--- src/rtl/fetch_unit_if.sv ---
// Fetch-stage bus: predictor lookup, imem request/response, ID redirect and decode handoff.
// master = fetch unit side, slave = surrounding pipeline/memory side.
interface fetch_unit_if;
  logic [31:0] pc_f;
  logic        pred_taken;
  logic [31:0] pred_target;
  logic        imem_req_valid;
  logic        imem_req_ready;
  logic [31:0] imem_req_addr;
  logic        imem_rsp_valid;
  logic [31:0] imem_rsp_data;
  logic        redirect_valid;
  logic [31:0] redirect_pc;
  logic        inst_d_valid;
  logic        inst_d_ready;
  logic [31:0] inst_d;
  logic [31:0] pc_d;
  logic        pred_taken_d;
  logic [31:0] pred_target_d;

  modport master (
    output pc_f, imem_req_valid, imem_req_addr,
           inst_d_valid, inst_d, pc_d, pred_taken_d, pred_target_d,
    input  pred_taken, pred_target, imem_req_ready, imem_rsp_valid, imem_rsp_data,
           redirect_valid, redirect_pc, inst_d_ready
  );

  modport slave (
    input  pc_f, imem_req_valid, imem_req_addr,
           inst_d_valid, inst_d, pc_d, pred_taken_d, pred_target_d,
    output pred_taken, pred_target, imem_req_ready, imem_rsp_valid, imem_rsp_data,
           redirect_valid, redirect_pc, inst_d_ready
  );
endinterface

--- src/rtl/fetch_unit.sv ---
// IF-stage PC generator with an in-order fetch queue feeding decode.
// Define FETCH_PERF_CNT_EN to add the perf_redirects / perf_stall_cycles counters.
module fetch_unit #(
  parameter logic [31:0] RESET_PC = 32'h0000_0000,
  parameter int unsigned FQ_DEPTH = 4
) (
  input  logic        clk,
  input  logic        reset,
`ifdef FETCH_PERF_CNT_EN
  output logic [31:0] perf_redirects,
  output logic [31:0] perf_stall_cycles,
`endif
  fetch_unit_if.master bus
);
  localparam int PTR_W  = $clog2(FQ_DEPTH);
  localparam int CNT_W  = PTR_W + 1;
  localparam int DROP_W = 8;

  logic [31:0]       pc_q, pc_d;
  logic [PTR_W-1:0]  alloc_ptr_q, alloc_ptr_d;
  logic [PTR_W-1:0]  fill_ptr_q, fill_ptr_d;
  logic [PTR_W-1:0]  head_ptr_q, head_ptr_d;
  logic [CNT_W-1:0]  alloc_cnt_q, alloc_cnt_d;
  logic [CNT_W-1:0]  pend_cnt_q, pend_cnt_d;
  logic [DROP_W-1:0] drop_cnt_q, drop_cnt_d;

  logic [31:0]       ent_pc_q   [FQ_DEPTH];
  logic [31:0]       ent_pc_d   [FQ_DEPTH];
  logic [31:0]       ent_tgt_q  [FQ_DEPTH];
  logic [31:0]       ent_tgt_d  [FQ_DEPTH];
  logic [31:0]       ent_inst_q [FQ_DEPTH];
  logic [31:0]       ent_inst_d [FQ_DEPTH];
  logic [FQ_DEPTH-1:0] ent_pt_q, ent_pt_d;
  logic [FQ_DEPTH-1:0] ent_filled_q, ent_filled_d;

  logic full, req_fire, pop_fire, rsp_fill, rsp_drop;

  assign full     = (alloc_cnt_q == CNT_W'(FQ_DEPTH));
  assign req_fire = bus.imem_req_valid && bus.imem_req_ready;
  assign pop_fire = bus.inst_d_valid && bus.inst_d_ready;
  // Responses still owed to flushed requests are swallowed before any new entry fills.
  assign rsp_drop = bus.imem_rsp_valid && (drop_cnt_q != '0);
  assign rsp_fill = bus.imem_rsp_valid && (drop_cnt_q == '0);

  assign bus.pc_f           = pc_q;
  assign bus.imem_req_addr  = pc_q;
  assign bus.imem_req_valid = !reset && !full && !bus.redirect_valid;
  assign bus.inst_d_valid   = ent_filled_q[head_ptr_q] && !bus.redirect_valid;
  assign bus.inst_d         = ent_inst_q[head_ptr_q];
  assign bus.pc_d           = ent_pc_q[head_ptr_q];
  assign bus.pred_taken_d   = ent_pt_q[head_ptr_q];
  assign bus.pred_target_d  = ent_tgt_q[head_ptr_q];

  always_comb begin
    pc_d         = pc_q;
    alloc_ptr_d  = alloc_ptr_q;
    fill_ptr_d   = fill_ptr_q;
    head_ptr_d   = head_ptr_q;
    alloc_cnt_d  = alloc_cnt_q;
    pend_cnt_d   = pend_cnt_q;
    drop_cnt_d   = drop_cnt_q;
    ent_pc_d     = ent_pc_q;
    ent_tgt_d    = ent_tgt_q;
    ent_inst_d   = ent_inst_q;
    ent_pt_d     = ent_pt_q;
    ent_filled_d = ent_filled_q;

    if (bus.redirect_valid) begin
      pc_d         = bus.redirect_pc;
      alloc_ptr_d  = '0;
      fill_ptr_d   = '0;
      head_ptr_d   = '0;
      alloc_cnt_d  = '0;
      pend_cnt_d   = '0;
      ent_filled_d = '0;
      // A same-cycle response retires either one drop credit or one pending entry.
      drop_cnt_d   = drop_cnt_q + DROP_W'(pend_cnt_q) - DROP_W'(bus.imem_rsp_valid);
    end else begin
      if (req_fire) begin
        pc_d                  = bus.pred_taken ? bus.pred_target : pc_q + 32'd4;
        ent_pc_d[alloc_ptr_q]  = pc_q;
        ent_pt_d[alloc_ptr_q]  = bus.pred_taken;
        ent_tgt_d[alloc_ptr_q] = bus.pred_target;
        alloc_ptr_d           = alloc_ptr_q + PTR_W'(1);
      end
      if (rsp_fill) begin
        ent_inst_d[fill_ptr_q]   = bus.imem_rsp_data;
        ent_filled_d[fill_ptr_q] = 1'b1;
        fill_ptr_d               = fill_ptr_q + PTR_W'(1);
      end
      if (rsp_drop) begin
        drop_cnt_d = drop_cnt_q - DROP_W'(1);
      end
      if (pop_fire) begin
        ent_filled_d[head_ptr_q] = 1'b0;
        head_ptr_d               = head_ptr_q + PTR_W'(1);
      end
      alloc_cnt_d = alloc_cnt_q + CNT_W'(req_fire) - CNT_W'(pop_fire);
      pend_cnt_d  = pend_cnt_q + CNT_W'(req_fire) - CNT_W'(rsp_fill);
    end
  end

  always_ff @(posedge clk or posedge reset) begin
    if (reset) begin
      pc_q         <= RESET_PC;
      alloc_ptr_q  <= '0;
      fill_ptr_q   <= '0;
      head_ptr_q   <= '0;
      alloc_cnt_q  <= '0;
      pend_cnt_q   <= '0;
      drop_cnt_q   <= '0;
      ent_pt_q     <= '0;
      ent_filled_q <= '0;
      for (int i = 0; i < FQ_DEPTH; i++) begin
        ent_pc_q[i]   <= '0;
        ent_tgt_q[i]  <= '0;
        ent_inst_q[i] <= '0;
      end
    end else begin
      pc_q         <= pc_d;
      alloc_ptr_q  <= alloc_ptr_d;
      fill_ptr_q   <= fill_ptr_d;
      head_ptr_q   <= head_ptr_d;
      alloc_cnt_q  <= alloc_cnt_d;
      pend_cnt_q   <= pend_cnt_d;
      drop_cnt_q   <= drop_cnt_d;
      ent_pt_q     <= ent_pt_d;
      ent_filled_q <= ent_filled_d;
      ent_pc_q     <= ent_pc_d;
      ent_tgt_q    <= ent_tgt_d;
      ent_inst_q   <= ent_inst_d;
    end
  end

  // imem must never answer a request that was never issued.
  assert property (@(posedge clk) disable iff (reset)
    bus.imem_rsp_valid |-> ((drop_cnt_q != '0) || (pend_cnt_q != '0)))
    else $error("fetch_unit: imem response with no outstanding request");

`ifdef FETCH_PERF_CNT_EN
  logic [31:0] perf_redirects_q, perf_redirects_d;
  logic [31:0] perf_stall_q, perf_stall_d;

  always_comb begin
    perf_redirects_d = perf_redirects_q + 32'(bus.redirect_valid);
    perf_stall_d     = perf_stall_q +
                       32'((bus.imem_req_valid && !bus.imem_req_ready) || full);
  end

  always_ff @(posedge clk or posedge reset) begin
    if (reset) begin
      perf_redirects_q <= '0;
      perf_stall_q     <= '0;
    end else begin
      perf_redirects_q <= perf_redirects_d;
      perf_stall_q     <= perf_stall_d;
    end
  end

  assign perf_redirects    = perf_redirects_q;
  assign perf_stall_cycles = perf_stall_q;
`endif
endmodule
--- src/flat_wrapper.sv ---
// flat-port wrapper written by rule: the top's interface ports become plain ports
module fetch_unit_flat 
#(
  parameter logic [31:0] RESET_PC = 32'h0000_0000,
  parameter int unsigned FQ_DEPTH = 4
)
  (clk, reset, bus_pc_f, bus_imem_req_valid, bus_imem_req_addr, bus_inst_d_valid, bus_inst_d, bus_pc_d, bus_pred_taken_d, bus_pred_target_d, bus_pred_taken, bus_pred_target, bus_imem_req_ready, bus_imem_rsp_valid, bus_imem_rsp_data, bus_redirect_valid, bus_redirect_pc, bus_inst_d_ready);
  fetch_unit_if bus_i ();
  input  logic clk;
  input  logic reset;
  output wire logic [$bits(bus_i.pc_f)-1:0] bus_pc_f;
  output wire logic [$bits(bus_i.imem_req_valid)-1:0] bus_imem_req_valid;
  output wire logic [$bits(bus_i.imem_req_addr)-1:0] bus_imem_req_addr;
  output wire logic [$bits(bus_i.inst_d_valid)-1:0] bus_inst_d_valid;
  output wire logic [$bits(bus_i.inst_d)-1:0] bus_inst_d;
  output wire logic [$bits(bus_i.pc_d)-1:0] bus_pc_d;
  output wire logic [$bits(bus_i.pred_taken_d)-1:0] bus_pred_taken_d;
  output wire logic [$bits(bus_i.pred_target_d)-1:0] bus_pred_target_d;
  input wire logic [$bits(bus_i.pred_taken)-1:0] bus_pred_taken;
  input wire logic [$bits(bus_i.pred_target)-1:0] bus_pred_target;
  input wire logic [$bits(bus_i.imem_req_ready)-1:0] bus_imem_req_ready;
  input wire logic [$bits(bus_i.imem_rsp_valid)-1:0] bus_imem_rsp_valid;
  input wire logic [$bits(bus_i.imem_rsp_data)-1:0] bus_imem_rsp_data;
  input wire logic [$bits(bus_i.redirect_valid)-1:0] bus_redirect_valid;
  input wire logic [$bits(bus_i.redirect_pc)-1:0] bus_redirect_pc;
  input wire logic [$bits(bus_i.inst_d_ready)-1:0] bus_inst_d_ready;
  assign bus_pc_f = bus_i.pc_f;
  assign bus_imem_req_valid = bus_i.imem_req_valid;
  assign bus_imem_req_addr = bus_i.imem_req_addr;
  assign bus_inst_d_valid = bus_i.inst_d_valid;
  assign bus_inst_d = bus_i.inst_d;
  assign bus_pc_d = bus_i.pc_d;
  assign bus_pred_taken_d = bus_i.pred_taken_d;
  assign bus_pred_target_d = bus_i.pred_target_d;
  assign bus_i.pred_taken = bus_pred_taken;
  assign bus_i.pred_target = bus_pred_target;
  assign bus_i.imem_req_ready = bus_imem_req_ready;
  assign bus_i.imem_rsp_valid = bus_imem_rsp_valid;
  assign bus_i.imem_rsp_data = bus_imem_rsp_data;
  assign bus_i.redirect_valid = bus_redirect_valid;
  assign bus_i.redirect_pc = bus_redirect_pc;
  assign bus_i.inst_d_ready = bus_inst_d_ready;
  fetch_unit #(.RESET_PC(RESET_PC), .FQ_DEPTH(FQ_DEPTH)) u_core (.clk(clk), .reset(reset), .bus(bus_i));
endmodule
--- config.mk ---
export PLATFORM = sky130hd
export DESIGN_NAME = fetch_unit_flat
export DESIGN_NICKNAME = d
export VERILOG_FILES = /design/src/rtl/fetch_unit_if.sv /design/src/rtl/fetch_unit.sv /design/src/flat_wrapper.sv
export SDC_FILE = /design/constraint.sdc
export NUM_CORES = 1
export LEC_CHECK = 0
export BUFFER_PORTS_ARGS = -buffer_cell sky130_fd_sc_hd__buf_2
export CORE_ASPECT_RATIO = 2
export CORE_MARGIN = 10
export CORE_UTILIZATION = 40
export DETAILED_ROUTE_END_ITERATION = 8
export SLEW_MARGIN = 20
export SYNTH_ARGS = -nofsm -noshare
export SYNTH_HDL_FRONTEND = slang
export SYNTH_SLANG_ARGS = --single-unit
--- constraint.sdc ---
create_clock -name clk -period 15.33 [get_ports clk]
set_input_delay 3.066 -clock clk [delete_from_list [all_inputs] [get_ports clk]]
set_output_delay 3.066 -clock clk [all_outputs]
set_load 0.005 [all_outputs]
---- After elaboration in Yosys (flattened, before gate mapping) ----
Cells that the tools add are included.
cells by class
  mux-type cells .......................... 44
  equality and inequality tests ........... 1
  reduce and logical (&&, ||, !) cells .... 23
  $lt $le $gt $ge ......................... 11
  bitwise operators ....................... 7
  add/subtract/negate cells ............... 11
operators with widths
  kind                                                               count
  bitwise mux 128 bit                                                3
  two-way mux 32 bit                                                 11
  binary-select mux 32 bit (select 2 bit)                            3
  demux 32 bit (select 2 bit)                                        2
  adder 32 x 3 -> 32 bit, second input constant                      1
  two-way mux 4 bit                                                  4
  two-way mux 8 bit                                                  2
  logical AND 1 bit                                                  12
  two-way mux 2 bit                                                  6
  greater-or-equal comparator 3 bit, second input constant           3
  < comparator 2 x 3 -> 1 bit, second input constant                 3
  inverter 2 -> 3 bit                                                3
  adder 8 x 3 -> 8 bit                                               1
  logical NOT 8 bit                                                  1
  nonzero test 2 bit                                                 4
  nonzero test 8 bit                                                 1
  subtractor 8 x 1 -> 8 bit                                          1
  subtractor 8 x 1 -> 8 bit, second input constant                   1
  adder 2 x 1 -> 2 bit, second input constant                        3
  adder 3 x 1 -> 3 bit                                               2
  demux 1 bit (select 2 bit)                                         3
  greater-or-equal comparator 2 x 1 -> 1 bit, second input constant  3
  < comparator 3 x 1 -> 1 bit, second input constant                 2
  two-way mux 3 bit                                                  2
  other kinds (11)                                                   20
word-level totals
  logic and storage cells ................. 118
  input port bits ......................... 103
  output and inout bits ................... 163
  flip-flop bits (word level) ............. 444

---- Logic depth before layout (Yosys ltp) ----
  depth after elaboration ................. 10
  mapped depth ............................ 11
  mapped depth without buffers ............ 11

---- Worst setup path before layout ----
OpenSTA, ideal clock, no wires.
  kind .................................... in2reg
  start point ............................. input port reset
  end point ............................... register u_core.pc_q[24], in the netlist u_core.bus.imem_req_addr[24]
  arrival ................................. 14360 ps
  setup time .............................. 132 ps
  path buffers ............................ 0
  setup slack ............................. 838 ps
  cell stages on the path ................. 5
  cells stage by stage .................... inv_1 -> nand3_1 -> or3_1 -> o211ai_1 -> a22oi_1
on the way
  longest elaborated chain between the ends .. 5
RTL lines
  what                            line                text
  start, declared                 flat_wrapper.sv:10  input logic reset;
  logical NOT 1 bit               fetch_unit.sv:47    assign bus.imem_req_valid = !reset && !full && !bus.redirect_valid;
  logical AND 1 bit (2 in a row)  fetch_unit.sv:47
  logical AND 1 bit               fetch_unit.sv:39    assign req_fire = bus.imem_req_valid && bus.imem_req_ready;
  nonzero test 2 bit (no line)    -
  end signal, assigned            fetch_unit.sv:120   pc_q <= pc_d;
  end, declared                   fetch_unit.sv:19    logic [31:0] pc_q, pc_d;
Every way passes these cells.
A chain may end at the register's enable or synchronous reset.

---- Final worst setup path ----
  start point ............................. input port bus_redirect_valid
  end point ............................... output port bus_inst_d_valid
on the way
  longest elaborated chain between the ends .. 2
RTL lines
  what               line                text
  start, declared    flat_wrapper.sv:24  input wire logic [$bits(bus_i.redirect_valid)-1:0] bus_redirect_valid;
  logical NOT 1 bit  fetch_unit.sv:48    assign bus.inst_d_valid = ent_filled_q[head_ptr_q] && !bus.redirect_valid;
  logical AND 1 bit  fetch_unit.sv:48
  end, declared      flat_wrapper.sv:14  output wire logic [$bits(bus_i.inst_d_valid)-1:0] bus_inst_d_valid;
Every way passes these cells.

==> metrics.cfg <==
[detailed_routing]
ant_nets=0
met2WireLength_mm=29.8
vias_per_cell=5.59
wl_met3_mm=3.85
remaining_drc_errors=0
drt-met1-wl_mm=22.3
vias=13419
routedWlPerCell_um=24.1
drt_iter0_drc=617
maxUsedRoutingLayer=met5
first_pass_iters=4
routed_wl_mm=57.8

[power]
power_frac_comb_pct=20.5
clockPowerShare_pct=34.4
power_mw=3.26
p_seq_share_pct=45.1
p_sw_share_pct=27.3
p_int_mw=2.37
pwr_density_cell_mw_per_mm2=134
p_leak_nw=11.4
ir_worst_vdd_mv=0.0993
switchingPower_mw=0.893

[clock_tree]
numCtsBuffers=43
cts-hold-fix-buffers=0
clock_sinks=444
htree_levels=2
cts_tree=yes
cts_root_buf=clkbuf_16
cts_setup_buffers=0
clk_latency_ns=0.57
clockBufferDepth=3
ctsResizeCount=0
cts.clk_slew.worst_paths_ns=0.06

[finish]
layout_common_cells=442 x dfrtp_1, 382 x mux2_2, 264 x buf_2
nNetsFinal=1842
finalNonFillerCells=2401
area_delta_synth_final_pct=14.4
drive_above_1_share_pct=49.2
final_common_cell=dfrtp_1

[timing]
tns_ns=0
report.final.slew_viol_count=0
rsz0062_at_grt=false
fin_crit_sh_pct=47.3
worst_slack_ns=8.08
worst_pin_slew_ns=1.09
max_freq_mhz=138
setup_viol=0
hold_violations=0
slew_headroom_pct=27.5
period_needed_ns=7.25
skew_ns=0.0254

[yosys]
synth-seq-cells=444
async_flop_share_pct=100
synth_top_area_share_pct=52.1
ys.flop_type=dfrtp_1
synth_nets=1650
synth_area_leaders=dfrtp_1 52%, mux2_2 20%, mux4_2 10%
syn-instance-count=1510
yosys_warnings=0
yosysSeqAreaShare_pct=52.1
synth_area_leader_cell=dfrtp_1
synth_edf_count=0
syn_avg_cell_area_um2=14.1
syn-cell-area_mm2=0.0213
ys_types=66

[run_status]
outcome=finished, final reports clean

[run]
cap_viol_max_count=0

[global_route]
grt_pass1_vias=14617
grt_usage_pct=18.0
antenna_found_initial=14
grt_overflow=0
grt_pass1_wl_mm=88.9
grt_max_degree=183

[critical_path]
startpoint_type=input port
crit_arrival_ns=4.19
path_max_fanout=37
max_stage_delay_ns=0.38
required_ns=12.26
crit_chain=buf_4, inv_1, buf_4, and2_1, buf_2
cp-end-kind=output pin
crit_type=in2out
crit_top_cell=buf_4
cp_slowest_cell=buf_4

[die]
num_io_pins=266
coreArea_mm2=0.0527
die_x_um=183
initial_core_util_pct=40.5
dieHeight_um=347
rows=119
fp.dieArea_mm2=0.0635

[placement]
place_ws_ns=8.06
dp_hpwl_mm=38.7
io_buffers=265
gp_congestion=0.810
placed_cells=2321

[min_path]
hp-class=reg2reg

power groups by stage:
stage	Sequential [mW]	Clock [mW]	Combinational (mW)
2_1_floorplan	1.45	0	0.479
3_3_place_gp	1.48	0	0.665
3_5_place_dp	1.50	0	0.681
4_1_cts	1.47	1.16	0.684
5_1_grt	1.50	1.20	0.746
6_report	1.47	1.12	0.670
area by class of cell:
type / instances / area, um^2
inverter: 48 / 184
sequential: 444 / 11100
clock buffer: 61 / 1240
multi-input combinational: 877 / 9270
clock inverter: 16 / 229
antenna: 2 / 5.00
timing repair buffer: 288 / 1540
fill: 4766 / 28300
tap: 665 / 832
cells by family (layout without fill, tap and decap cells):
| logic type | after synthesis | in the layout | share of synthesized area [%] |
|---|---|---|---|
| muxes | 501 | 501 | 31.5 |
| DFF | 444 | 444 | 52.1 |
| and+or+nand+nor | 194 | 194 | 4.93 |
| buffers and inverters | 189 | 413 | 4.53 |
| AOI/OAI and AO/OA | 127 | 127 | 3.92 |
| adders and majority gates | 37 | 37 | 2.28 |
| xor gates and xnor gates | 18 | 18 | 0.739 |
| other | 0 | 2 | 0 |
final timing paths:
check,from,to,slack (ns),cells past startpoint
min in group asynchronous,reset,u_core.alloc_cnt_q[0],2.75,3
setup / recovery,bus_redirect_valid,bus_inst_d_valid,8.08,5
setup reg to reg,u_core.head_ptr_q[0],u_core.alloc_cnt_q[2],11.66,10
max in group asynchronous,reset,u_core.ent_tgt_q[45],10.35,5
hold / removal,u_core.ent_inst_q[10],u_core.ent_inst_q[10],0.49,1
hold reg to reg,u_core.ent_inst_q[10],u_core.ent_inst_q[10],0.49,1
sequential cells by signal (all words and copies together), names as in the netlist:
signal                    cells
u_core.alloc_cnt_q            3
u_core.alloc_ptr_q            2
u_core.bus.imem_req_addr     32
u_core.drop_cnt_q             8
u_core.ent_filled_q           4
u_core.ent_inst_q           128
u_core.ent_pc_q             128
u_core.ent_pt_q               4
u_core.ent_tgt_q            128
u_core.fill_ptr_q             2
u_core.head_ptr_q             2
u_core.pend_cnt_q             3
critical path: cells and delay by family:
family	cells	cell delay, ns
buffers and inverters	4	0.85
and+or+nand+nor	1	0.23
per-stage QoR:
stage                     hold WS (ns)  instance area [um^2]  utilization [%]
final                            0.487                 24400             46.3
after global routing             0.506                 24400             46.3
after CTS                        0.489                 24400             46.3
after detailed placement         0.474                 22900             43.5
after global placement           0.463                 22900             43.5
after floorplan                  0.453                 21300                -
synthesized netlist by cell type, drive strengths merged, types with 5 or more instances:
| cell type | instances |
|---|---|
| a211oi | 6 |
| a21oi | 29 |
| a31oi | 8 |
| a32oi | 6 |
| and2 | 8 |
| and3 | 8 |
| and4 | 5 |
| buf | 92 |
| clkbuf | 49 |
| dfrtp | 444 |
| ha | 34 |
| inv | 46 |
| mux2 | 391 |
| mux2i | 12 |
| mux4 | 98 |
| nand2 | 55 |
| nand3 | 17 |
| nand4 | 15 |
| nor2 | 34 |
| nor2b | 5 |
| nor3 | 15 |
| nor3b | 5 |
| nor4 | 8 |
| o21ai | 30 |
| o31ai | 6 |
| or3 | 5 |
| xnor2 | 14 |
layer usage:
metal / track usage (%) / up-vias
met5: 0 / -
met1: 20.7 / 7016
met2: 31.8 / 413
met3: 4.46 / 100
met4: 6.28 / 8
li1: - / 5882
Power figures use the tool's default switching activity.
